<file path="src/rtl/ladner64_mp_add_seq.sv">
// Multi-word add/subtract sequencer wrapped around an external 64-bit
// combinational adder. Operand words arrive LSW first, one per beat.
// For each accepted beat the sequencer picks the adder carry-in and the
// B inversion, then registers the sum word with its beat index, the
// carry-out, and the signed overflow. Latency is one cycle, and
// throughput is one beat per cycle.
module ladner64_mp_add_seq #(
    parameter int IDX_W = 4
) (
    input  logic             clk,
    input  logic             rst,
    input  logic             in_valid,
    output logic             in_ready,
    input  logic [63:0]      in_a,
    input  logic [63:0]      in_b,
    input  logic             in_cin,
    input  logic             in_sub,
    input  logic             in_first,
    input  logic             in_last,
    output logic [63:0]      add_a,
    output logic [63:0]      add_b,
    output logic             add_cin,
    input  logic [63:0]      add_s,
    input  logic             add_cout,
    output logic             out_valid,
    input  logic             out_ready,
    output logic [63:0]      out_s,
    output logic [IDX_W-1:0] out_idx,
    output logic             out_last,
    output logic             out_cout,
    output logic             out_ovf,
    output logic             err_restart
);

    localparam logic [0:0] S_IDLE  = 1'b0;
    localparam logic [0:0] S_CHAIN = 1'b1;

    logic [0:0]       state_q, state_d;
    logic             carry_q, carry_d;
    logic             sub_q, sub_d;
    logic             valid_q, valid_d;
    logic [63:0]      s_q, s_d;
    logic [IDX_W-1:0] idx_q, idx_d;   // doubles as the beat counter
    logic             last_q, last_d;
    logic             cout_q, cout_d;
    logic             ovf_q, ovf_d;
    logic             err_q, err_d;

    logic accept;
    logic eff_first;
    logic esub;

    // The output register is free when it is empty or being drained this cycle.
    assign in_ready  = !valid_q || out_ready;
    assign accept    = in_valid && in_ready;
    // A beat with no open op starts a new op even when in_first is not set.
    assign eff_first = in_first || (state_q == S_IDLE);
    assign esub      = eff_first ? in_sub : sub_q;

    // Drive the adder. Subtract is A + ~B + 1, and the +1 enters only on the first word.
    always_comb begin
        add_a   = in_a;
        add_b   = esub ? ~in_b : in_b;
        add_cin = eff_first ? (in_sub | in_cin) : carry_q;
    end

    // Next state: load the result on accept, otherwise let a drain clear valid.
    always_comb begin
        state_d = state_q;
        carry_d = carry_q;
        sub_d   = sub_q;
        valid_d = valid_q;
        s_d     = s_q;
        idx_d   = idx_q;
        last_d  = last_q;
        cout_d  = cout_q;
        ovf_d   = ovf_q;
        err_d   = err_q;
        if (accept) begin
            valid_d = 1'b1;
            s_d     = add_s;
            cout_d  = add_cout;
            carry_d = add_cout;
            last_d  = in_last;
            idx_d   = eff_first ? '0 : idx_q + IDX_W'(1);
            ovf_d   = in_last & (add_a[63] == add_b[63]) & (add_s[63] != add_a[63]);
            if (eff_first)
                sub_d = in_sub;
            // An in_first beat that lands on an open chain abandons that chain.
            if (in_first && (state_q == S_CHAIN))
                err_d = 1'b1;
            state_d = in_last ? S_IDLE : S_CHAIN;
        end else if (out_ready) begin
            valid_d = 1'b0;
        end
    end

    // State registers. Reset discards any partial op at once.
    always_ff @(posedge clk or posedge rst) begin
        if (rst) begin
            state_q <= S_IDLE;
            carry_q <= 1'b0;
            sub_q   <= 1'b0;
            valid_q <= 1'b0;
            s_q     <= '0;
            idx_q   <= '0;
            last_q  <= 1'b0;
            cout_q  <= 1'b0;
            ovf_q   <= 1'b0;
            err_q   <= 1'b0;
        end else begin
            state_q <= state_d;
            carry_q <= carry_d;
            sub_q   <= sub_d;
            valid_q <= valid_d;
            s_q     <= s_d;
            idx_q   <= idx_d;
            last_q  <= last_d;
            cout_q  <= cout_d;
            ovf_q   <= ovf_d;
            err_q   <= err_d;
        end
    end

    assign out_valid   = valid_q;
    assign out_s       = s_q;
    assign out_idx     = idx_q;
    assign out_last    = last_q;
    assign out_cout    = cout_q;
    assign out_ovf     = ovf_q;
    assign err_restart = err_q;

endmodule

</file>
<file path="config.mk">
export PLATFORM = sky130hd
export DESIGN_NAME = ladner64_mp_add_seq
export DESIGN_NICKNAME = d
export VERILOG_FILES = /design/src/rtl/ladner64_mp_add_seq.sv
export SDC_FILE = /design/constraint.sdc
export NUM_CORES = 1
export LEC_CHECK = 0
export CORE_AREA = 2 2 155 157
export CTS_CLUSTER_DIAMETER = 100
export DETAILED_ROUTE_END_ITERATION = 6
export DIE_AREA = 0 0 157 159
export PLACE_DENSITY = 0.52
export SLEW_MARGIN = 20
export SYNTH_ARGS = -nofsm -noshare
export SYNTH_HDL_FRONTEND = slang
export SYNTH_SLANG_ARGS = --single-unit
</file>
<file path="constraint.sdc">
create_clock -name clk -period 2.8 [get_ports clk]
set_input_delay 0.84 -clock clk [delete_from_list [all_inputs] [get_ports clk]]
set_output_delay 0.84 -clock clk [all_outputs]
set_load 0.02 [all_outputs]
</file>
==> impl_metrics.csv <==
group,metric,value,unit
run_status,status,"complete, but fails checks",
run_status,violations,"negative setup slack",
clock_network,path_clk_slew,0.06,ns
synthesis,ys_ff_latch,75,
synthesis,syn_avg_cell_area,8.78,um^2
drt,via_count,3825,
synthesis,synthCells,467,
timing,setup_viol,46,
critical_path,cp_cell_sequence,"buf_8, nor2b_4, mux2i_4, buf_12, buf_12, xnor2_1, buf_4",
drt,vias_per_cell,3.70,
clock_network,numCtsBuffers,9,
timing,hold_slack,0.472,ns
drt,drt_iter0_drc,99,
placement,port_buffers,277,
synthesis,synth_area_leaders,"dfrtp_1, nand2_1, xnor2_1",
timing,drv_slew,0,
timing,fin_ws,-0.0489,ns
drt,wl_per_cell,17.4,um
synthesis,ys_types,29,
critical_path,crit_start,"in_first",
critical_path,worst_setup_path_start_kind,"input port",
hold_path,worstHoldStart,"out_s[13]",
floorplanning,core_area,0.0232,mm^2
synthesis,yosysTopAreaCellShare,45.8,%
timing,finClkSkew,0.00647,ns
floorplanning,die_area,0.0250,mm^2
clock_network,clockBufferDepth,2,
hold_path,hold_class,"reg2reg",
timing,max_slew_margin,62.7,%
critical_path,critPathRequiredTime,1.96,ns
floorplanning,pin_count,404,
critical_path,critical_path.slowest_cell,"mux2i_4",
critical_path,reg2reg_depth,8,
final_layout,postLayoutCoreUtil,32.2,%
final_layout,final_common_cell,"clkdlybuf4s50_1",
global_routing,grt_pass1_vias,3995,
clock_network,cts.sinks,75,
floorplanning,dieHeight,159,um
critical_path,crit_cells,7,
floorplanning,start_util,17.7,%
floorplanning,fp-row-count,56,
timing,fin_crit,2.85,ns
global_routing,grt_pass1_wl,25600,um
flow_run,maxCapViolations,0,
drt,drc_errors,0,
timing,period_share,102,%
final_layout,final_cell_mix,"clkdlybuf4s50_1, nand2_1, buf_4",
global_routing,track_usage,14.2,%
global_routing,grt_antenna_before_repair,3,
synthesis,yosysWarnings,0,
drt,drt_pass1_iterations,5,
critical_path,rr_startpoint,"state_q",
critical_path,cp_slowest_stage_delay,0.29,ns
floorplanning,die_x,157,um
final_layout,nNetsFinal,909,
global_routing,gr-total-overflow,0,
synthesis,seq_area_frac_synth,45.8,%
clock_network,cts_tree,"done",
critical_path,cp.arrival,2.01,ns
critical_path,cp_num_buf_inv,4,
hold_path,min_path_cells,2,
timing,hold_violations,0,
clock_network,cts_root_buffer,"clkbuf_16",
critical_path,cp-end-kind,"output port",
critical_path,critPathKind,"in2out",
final_layout,syn2layout_area_growth,82.1,%
timing,fmax,351,MHz
timing,tightest_slew,0.559,ns
pwr,power.static_leakage,0.00343,uW
placement,hpwl,14500,um
clock_network,ctsHtreeMaxLevel,3,
critical_path,path_delay_family,"buffers and inverters",
global_routing,grt_max_degree,43,
synthesis,yosys.area.top_type,"dfrtp_1",
synthesis,synth_fp_nets,669,
drt,ant_nets,0,
critical_path,cp_common_cell,"buf_12",
clock_network,worstSkewPairLatency,0.34,ns
drt,routed_wl,18000,um
critical_path,worst-path-max-fanout,9,
pwr,powerDensity,578,mW/mm^2
final_layout,drive_gt1_share,22.2,%
placement,gp_congestion,0.767,
pwr,peakVddDrop,0.000258,V
synthesis,syn_area,0.00410,mm^2
timing,rsz0062_at_grt,"true",
==> state kept, by name, summed over array words and instances (netlist names) <==
| name | count |
|---|---|
| out_last | 1 |
| out_s | 64 |
| out_idx | 4 |
| err_restart | 1 |
| out_cout | 1 |
| state_q | 1 |
| out_valid | 1 |
| sub_q | 1 |
| out_ovf | 1 |
==> where the power goes <==
group	internal [uW]	leakage, uW	switching [uW]	total (uW)
registers	1220	0.000920	81.9	1300
clock network	619	0.000139	457	1080
logic	989	0.00237	946	1930
total	2830	0.00343	1480	4310
==> final cells by class <==
class / count / area, um^2
Antenna cell: 3 / 7.51
Clock buffer: 11 / 243
Clock inverter: 5 / 28.8
Fill cell: 2457 / 15700
Inverter: 1 / 5.00
Multi-Input combinational cell: 304 / 1850
Sequential cell: 75 / 1880
Tap cell: 319 / 399
Timing Repair Buffer: 316 / 3050
==> per-stage QoR <==
stage	total power [uW]	setup slack [ns]	TNS [ns]	instance area (um^2)	std cells
after global placement	3170	-0.882	-53.64	6930	1010
final	4310	-0.0489	-0.863	7460	1034
after global routing	4550	-0.0963	-4.00	7460	1033
after CTS	4320	-0.0860	-1.61	7270	1029
after floorplan	2300	0.0500	0	4100	467
after detailed placement	3180	-0.910	-54.57	6930	1010
==> worst reg2reg max path, cell delays in order (launching register included) <==
cell     delay (ns)
dfrtp_1        0.38
buf_4          0.14
or2b_1         0.16
buf_4          0.14
a21oi_2        0.04
or2_1          0.24
buf_4          0.14
buf_4          0.12
a221o_1        0.28
==> what timing repair did <==
action / 4_1_cts / 5_1_grt
setup endpoints to repair: 66 / 64
gates resized for setup: 389 / 28
pin swaps: 1 / 2
cloned: 1 / 1
hold buffers: 0 / 0
buffers inserted: 2 / 2
==> worst paths after layout <==
kind,end,slack (ns)
setup reg to reg,out_ovf,1.04
setup / recovery,add_b[51],-0.05
hold / removal,out_s[13],0.47
max in group asynchronous,out_s[62],1.45
hold reg to reg,out_s[13],0.47
min in group asynchronous,out_s[12],0.92
==> cells by family (layout without fill, tap and decap cells) <==
logic type	Yosys count	after routing	share of synthesized area (%)
flip-flops	75	75	45.8
adder cells (fa/ha/maj)	1	1	0.305
AND/OR/NAND/NOR	227	227	22.0
multiplexers	2	2	0.519
buffers and inverters	88	333	16.3
XOR/XNOR	63	63	13.5
other	0	3	0
AO/OA/AOI/OAI	11	11	1.65
==> synthesized netlist by cell type, drive strengths merged <==
master  instances
nand2         208
buf            78
dfrtp          75
xnor2          63
clkbuf          9
nand2b          6
o21ai           5
a21oi           3
nand3           3
nand3b          2
nor2            2
a221o           1
a22o            1
a31o            1
and2            1
ha              1
inv             1
mux2            1
mux2i           1
nor2b           1
nor3            1
nor4            1
or2             1
or2b            1
==> metal layers <==
metal	wire, um	GRT usage, %	up-vias
met5	65	1.98	-
met3	1670	5.96	39
met1	6660	15.0	1745
met2	9050	24.7	194
met4	506	5.59	2
li1	-	-	1845
Power figures use the tool's default switching activity.
